### src/rtl/hamming_pkg.sv
// Shared Hamming(7,4) definitions for the serial encoder/decoder pair.
// Optional macro HAMMING_EXT_PARITY_EN widens the frame to 8 bits (SECDED).
package hamming_pkg;

  localparam int DATA_LEN = 4;
`ifdef HAMMING_EXT_PARITY_EN
  localparam int CODE_LEN = 8;
`else
  localparam int CODE_LEN = 7;
`endif

  typedef enum logic {
    IDLE  = 1'b0,
    SHIFT = 1'b1
  } state_t;

  // c[0..6] = positions 1..7: p1 p2 d0 p4 d1 d2 d3
  function automatic logic [6:0] hamming74_encode(
    input logic [3:0] d
  );
    logic [6:0] c;
    c[0] = d[0] ^ d[1] ^ d[3];
    c[1] = d[0] ^ d[2] ^ d[3];
    c[2] = d[0];
    c[3] = d[1] ^ d[2] ^ d[3];
    c[4] = d[1];
    c[5] = d[2];
    c[6] = d[3];
    return c;
  endfunction

endpackage

### src/rtl/hamming74_encode_comb.sv
// Combinational nibble-to-codeword block.
// Ports: i_data nibble in, o_code codeword out (CODE_LEN bits).
// Macro HAMMING_EXT_PARITY_EN appends overall parity as the top bit.
module hamming74_encode_comb
  import hamming_pkg::*;
(
  input  logic [DATA_LEN-1:0] i_data,
  output logic [CODE_LEN-1:0] o_code
);

  logic [6:0] w_c;

  assign w_c = hamming74_encode(i_data);

`ifdef HAMMING_EXT_PARITY_EN
  assign o_code = {^w_c, w_c};
`else
  assign o_code = w_c;
`endif

endmodule

### src/rtl/tt_um_hamming_encoder_74.sv
// Serial Hamming(7,4) transmitter: valid/ready nibble in, LSB-first
// codeword out with frame strobe and end-of-frame done pulse.
// Ports: clk, rst_n (async, low), ena (freeze when low),
//   data_in/data_valid/data_ready handshake,
//   encode_out serial bit, frame_out strobe, done pulse.
// Macro HAMMING_EXT_PARITY_EN selects 8-bit SECDED frames.
module tt_um_hamming_encoder_74
  import hamming_pkg::*;
#(
  parameter int   BIT_CYCLES = 1,
  parameter logic IDLE_LEVEL = 1'b0
) (
  input  logic       clk,
  input  logic       rst_n,
  input  logic       ena,
  input  logic [3:0] data_in,
  input  logic       data_valid,
  output logic       data_ready,
  output logic       encode_out,
  output logic       frame_out,
  output logic       done
);

  localparam logic [7:0] LAST_CYC = 8'(BIT_CYCLES - 1);
  localparam logic [2:0] LAST_BIT = 3'(CODE_LEN - 1);

  state_t              r_state;
  logic [CODE_LEN-2:0] r_shift;
  logic [2:0]          r_bit_idx;
  logic [7:0]          r_cyc_cnt;
  logic                r_out;
  logic                r_frame;
  logic                r_done;

  logic [CODE_LEN-1:0] w_code;
  logic                w_cyc_end;
  logic                w_last_slot;
  logic                w_hs;

  hamming74_encode_comb u_enc (
    .i_data (data_in),
    .o_code (w_code)
  );

  assign w_cyc_end   = (r_cyc_cnt == LAST_CYC);
  assign w_last_slot = (r_state == SHIFT) && w_cyc_end
                     && (r_bit_idx == LAST_BIT);

  // Ready in idle, and in the final slot so frames can abut.
  assign data_ready = rst_n & ena
                    & ((r_state == IDLE) | w_last_slot);
  assign w_hs       = data_valid & data_ready;

  assign encode_out = r_out;
  assign frame_out  = r_frame;
  assign done       = r_done & ena;

  always_ff @(posedge clk or negedge rst_n) begin
    if (!rst_n) begin
      r_state   <= IDLE;
      r_shift   <= '0;
      r_bit_idx <= '0;
      r_cyc_cnt <= '0;
      r_out     <= IDLE_LEVEL;
      r_frame   <= 1'b0;
      r_done    <= 1'b0;
    end else if (!ena) begin
      r_done <= 1'b0;
    end else begin
      r_done <= w_last_slot;
      if (w_hs) begin
        // c0 goes straight to the pin; the rest waits in r_shift.
        r_shift   <= w_code[CODE_LEN-1:1];
        r_out     <= w_code[0];
        r_frame   <= 1'b1;
        r_bit_idx <= '0;
        r_cyc_cnt <= '0;
        r_state   <= SHIFT;
      end else if (r_state == SHIFT) begin
        if (!w_cyc_end) begin
          r_cyc_cnt <= r_cyc_cnt + 8'd1;
        end else if (r_bit_idx != LAST_BIT) begin
          r_cyc_cnt <= '0;
          r_bit_idx <= r_bit_idx + 3'd1;
          r_out     <= r_shift[0];
          r_shift   <= r_shift >> 1;
        end else begin
          r_cyc_cnt <= '0;
          r_bit_idx <= '0;
          r_out     <= IDLE_LEVEL;
          r_frame   <= 1'b0;
          r_state   <= IDLE;
        end
      end
    end
  end

endmodule

### config.mk
export PLATFORM = sky130hd
export DESIGN_NAME = tt_um_hamming_encoder_74
export DESIGN_NICKNAME = d
export VERILOG_FILES = /design/src/rtl/hamming_pkg.sv /design/src/rtl/hamming74_encode_comb.sv /design/src/rtl/tt_um_hamming_encoder_74.sv
export SDC_FILE = /design/constraint.sdc
export NUM_CORES = 1
export LEC_CHECK = 0
export CAP_MARGIN = 10
export CELL_PAD_IN_SITES_DETAIL_PLACEMENT = 0
export CELL_PAD_IN_SITES_GLOBAL_PLACEMENT = 1
export CORE_MARGIN = 2
export CORE_UTILIZATION = 39
export DETAILED_ROUTE_END_ITERATION = 16
export PLACE_DENSITY = 0.71
export SYNTH_ARGS = -nofsm -noshare
export SYNTH_HDL_FRONTEND = slang
export SYNTH_HIERARCHICAL = 1
export SYNTH_SLANG_ARGS = --single-unit
### constraint.sdc
create_clock -name clk -period 1.6 [get_ports clk]
set_input_delay 0.16 -clock clk [delete_from_list [all_inputs] [get_ports clk]]
set_output_delay 0.16 -clock clk [all_outputs]
set_load 0.05 [all_outputs]
# Word-level counts from Yosys, hierarchy flattened
# Cells that the tools add are included.
# Widths: inputs -> output; s select.
# op_classes
add_sub_neg,2
n_mul,0
n_div,0
order_cmp,0
eq_ne,3
shift,0
mux,24
bitwise_logic,12
reduce_logical,10
# op_table
operator,n
$mux 6,4
$mux 8,3
$mux 1,13
$mux 3,4
$add 8x1->8 const B,1
$logic_not 8->1,1
$reduce_and 4->1,2
$reduce_bool 2->1,3
$xor 1x1->1,6
$and 1x1->1,4
$add 3x1->3 const B,1
$eq 3x3->1 const B,1
$ne 3x3->1 const B,1
$reduce_and 3->1,1
$logic_and 1x1->1,2
$ne 2x2->1 const B,1
$reduce_and 2->1,1
$not 1->1,1
$or 1x1->1,1
# word_totals
ff_bits,21
latch_bits,0
ram_bits,0
mem_bits_ro,0
inputBits,8
output_inout_bits,4
wordCells,58
mem_count,0

# Logic depth before layout (Yosys ltp)
# depth
word_depth,8
mapped_depth,5
ltp_nobuf,5

# Modules after synthesis
# The synthesis kept the hierarchy.
# modules_own_cells
module,instances,cells_each,area_each_um2,seq_area_each_um2
tt_um_hamming_encoder_74,1,114,1131.1,525.5
hamming74_encode_comb,1,7,101.3,0.0

# Worst setup path before layout
# No wires, ideal clock.
# synth_path
path_type,register -> output
from,register r_cyc_cnt[5]
to,output data_ready
arrival_time_ns,1.840
t_required_ns,1.440
path_slack_ns,-0.400
path_stages_with_launch,4
n_path_buf,0
cell_sequence,dfrtp_1 nor4_4 nand4_2 a21oi_1
# synth_between
elab_chain_len,5
# synth_lines
element,line,source
"start, declared",tt_um_hamming_encoder_74.sv:30,logic [7:0] r_cyc_cnt;
"start signal, assigned",tt_um_hamming_encoder_74.sv:81,r_cyc_cnt <= r_cyc_cnt + 8'd1;
$logic_not 8->1,tt_um_hamming_encoder_74.sv:45,assign w_cyc_end = (r_cyc_cnt == LAST_CYC);
$logic_and 1x1->1,tt_um_hamming_encoder_74.sv:46,assign w_last_slot = (r_state == SHIFT) && w_cyc_end
$logic_and 1x1->1,tt_um_hamming_encoder_74.sv:47,&& (r_bit_idx == LAST_BIT);
$or 1x1->1,tt_um_hamming_encoder_74.sv:51,& ((r_state == IDLE) | w_last_slot);
$and 1x1->1,tt_um_hamming_encoder_74.sv:51,
"end, declared",tt_um_hamming_encoder_74.sv:18,"output logic data_ready,"
# No other way between the ends.

# Worst setup path after layout
# Same ends and word-level chain as after synthesis.

==> results.toml <==
[synthesis]
yosysTopAreaCellShare_pct = 42.64
post_synth_fa_ha_maj_area_fraction_pct = 2.030
synthMostInstantiatedCell = "dfrtp_1"
muxShareOfSynthArea_pct = 2.538
netlist_area_um2 = 1232
ys_async_sr_fraction_pct = 100.0
synth_compound_area_share_pct = 18.98
ys_top_cells_by_area = "dfrtp_1, xor3_1, inv_1"
synth_fp_nets = 131
yosys.area.top_type = "dfrtp_1"
syn_inst = 121
synth-seq-cells = 21
synth_common_cells = "dfrtp_1, inv_1, nand3_1"
synthSimpleGateAreaFrac_pct = 17.56
synth_top_family_by_area = "compound AO/OA/AOI/OAI gates"
synth_xor_area_share_pct = 7.919
ys_seq_area_share_pct = 42.64
synth_ff_type = "dfrtp_1"
postSynthAreaPerCell_um2 = 10.19
yosys_warnings = 6
ys_types = 42
synth-edff-count = 0

[detailed_routing]
drt-initial-drc-count = 54
wl_per_cell_um = 14.81
routed_wl_mm = 3.124
antenna_left = 0
first_pass_iters = 6
vias_per_cell = 5.185
via_count = 1094
drc = 0

[timing]
fin_ws_ns = -0.2058
setup_viol = 13
finalHoldViolCount = 0
max_freq_mhz = 553.8
clock_skew_ns = 0.005931
rsz0062_at_grt = "yes"
holdWs_ns = 0.2798
finalCritPeriodShare_pct = 112.9
min_period_ns = 1.806
tightestPinTransition_ns = 0.3418
maxSlewViolCount = 0
relSlewSlack_pct = 77.03

[worst_setup_path]
crit_required_ns = 1.44
worstReg2RegEnd = "r_bit_idx[2]"
start_kind = "flip-flop"
cp_data_arrival_time_ns = 1.65
worstPathMaxFanout = 2
crit_type = "reg -> out"
reg2reg_from = "r_cyc_cnt[5]"
r2r_slack_ns = -0.15
setup.worst_path.end_class = "output pin"
reg2reg_depth = 6

[cells_and_area]
drive_above_1_share_pct = 39.52
area_delta_synth_final_pct = 49.44
design_area_um2 = 1842
antenna_cells = 0
final_util_pct = 60.83
fillers = 251
finalNetCount = 178

[job]
drv_cap = 0

[grt]
overflow = 0
antenna_found_initial = 0
grt_max_degree = 17
grt_first_pass_wirelength_mm = 4.974
grt_use_total_pct = 18.74
grt_pass1_vias = 1134

[power_and_ir_drop]
vdd_ir_drop_max_mv = 0.8185
p_per_area_nw_per_um2 = 973.7
power_mw = 1.793
leakage_nw = 0.8566

[clocking]
clock_latency_ns = 0.31
clock_sinks = 21
clockBufferDepth = 2
cts_buffers = 3
cts_root_buf = "clkbuf_4"
clkTransAtPathRegs_ns = 0.13
holdBufCountCts = 0
cts_tree = "built"
htreeDepth = 1

[placement]
dpl_cell_area_um2 = 1595
io_buffers = 11
place_ws_ns = -0.1579
place.gp.congestion = 0.8170
dpl.hpwl_mm = 2.160

[floorplanning]
rows = 20
coreArea_um2 = 3028
die_w_um = 60.22
die_h_um = 60.22
die_area_um2 = 3626
initial_core_util_pct = 40.70
io_pins = 12

[status]
outcome = "finished, violations left"
violations = "setup timing"

[worst_hold_path]
hp-class = "in -> async"
==> layout by cell type (no fill, tap or decap), drive strengths merged, types with 2 or more instances in the layout <==
| cell | netlist | layout |
|---|---|---|
| clkbuf | 1 | 4 |
| inv | 17 | 17 |
| ha | 2 | 2 |
| o21ai | 4 | 4 |
| nor2 | 9 | 9 |
| nor3 | 3 | 3 |
| dfrtp | 21 | 21 |
| xnor2 | 2 | 2 |
| xor3 | 3 | 3 |
| nand2 | 6 | 6 |
| o31ai | 4 | 4 |
| mux2i | 2 | 2 |
| nor4 | 3 | 3 |
| nand4 | 2 | 2 |
| a21oi | 4 | 4 |
| nand3 | 9 | 9 |
| buf | 5 | 41 |
| a21o | 2 | 2 |
| a222oi | 5 | 5 |
| clkdlybuf4s50 | 0 | 7 |
==> flip-flops by register name, indices dropped and copies added (netlist names) <==
| register | count |
|---|---|
| r_cyc_cnt | 8 |
| r_shift | 6 |
| r_state | 1 |
| r_done | 1 |
| frame_out | 1 |
| r_bit_idx | 3 |
| encode_out | 1 |
==> metrics by stage <==
step           setup TNS, ns  instances
2_1_floorplan       -0.08087        121
3_3_place_gp          -1.263        198
3_5_place_dp          -1.494        198
4_1_cts              -0.9902        207
5_1_grt               -2.641        211
6_report              -1.378        211
==> how the worst max path moves through the flow <==
stage                            start            to
final                     r_cyc_cnt[5]    data_ready
after global routing      r_cyc_cnt[5]    data_ready
after CTS                 r_cyc_cnt[6]    data_ready
after detailed placement         rst_n    r_shift[2]
after global placement             ena    encode_out
after floorplan           r_cyc_cnt[5]  r_bit_idx[0]
==> worst max-delay path, stage by stage (launching register included) <==
cell,delay (ns)
dfrtp_1,0.43
nor4_4,0.33
nand4_2,0.16
buf_6,0.15
a21oi_4,0.13
buf_12,0.15
==> report_power, final <==
group	switching [mW]	internal, mW
logic	0.398	0.353
clock network	0.176	0.0973
registers	0.0971	0.671
==> per-layer routing <==
metal / vias up / global-route usage, % / part of all wire (%)
met3: 2 / 2.814 / 4.0
met4: 0 / 5.079 / 0.42
met5: - / 0 / 0
li1: 532 / - / -
met2: 26 / 34.63 / 54
met1: 534 / 22.25 / 42
==> kinds of logic after synthesis <==
family / after synthesis
adders and majority gates: 2
DFF: 21
xor gates and xnor gates: 6
and+or+nand+nor: 37
muxes: 3
buffers and inverters: 23
AOI/OAI and AO/OA: 29
==> final cells by class <==
class / instances / area, µm² / area share (%)
clock buffer: 4 / 26.28 / 1.427
inverter: 17 / 63.81 / 3.465
multi-input combinational: 77 / 725.7 / 39.40
sequential: 21 / 525.5 / 28.53
tap: 44 / 55.05 / 2.989
timing repair buffer: 48 / 445.4 / 24.18
==> what timing repair did <==
action	4_1_cts	5_1_grt
endpoints found under the setup margin	12	20
setup buffers	5	5
pin swaps	6	9
resized for setup	14	17
No activity file was read; power rests on OpenSTA's default activity.
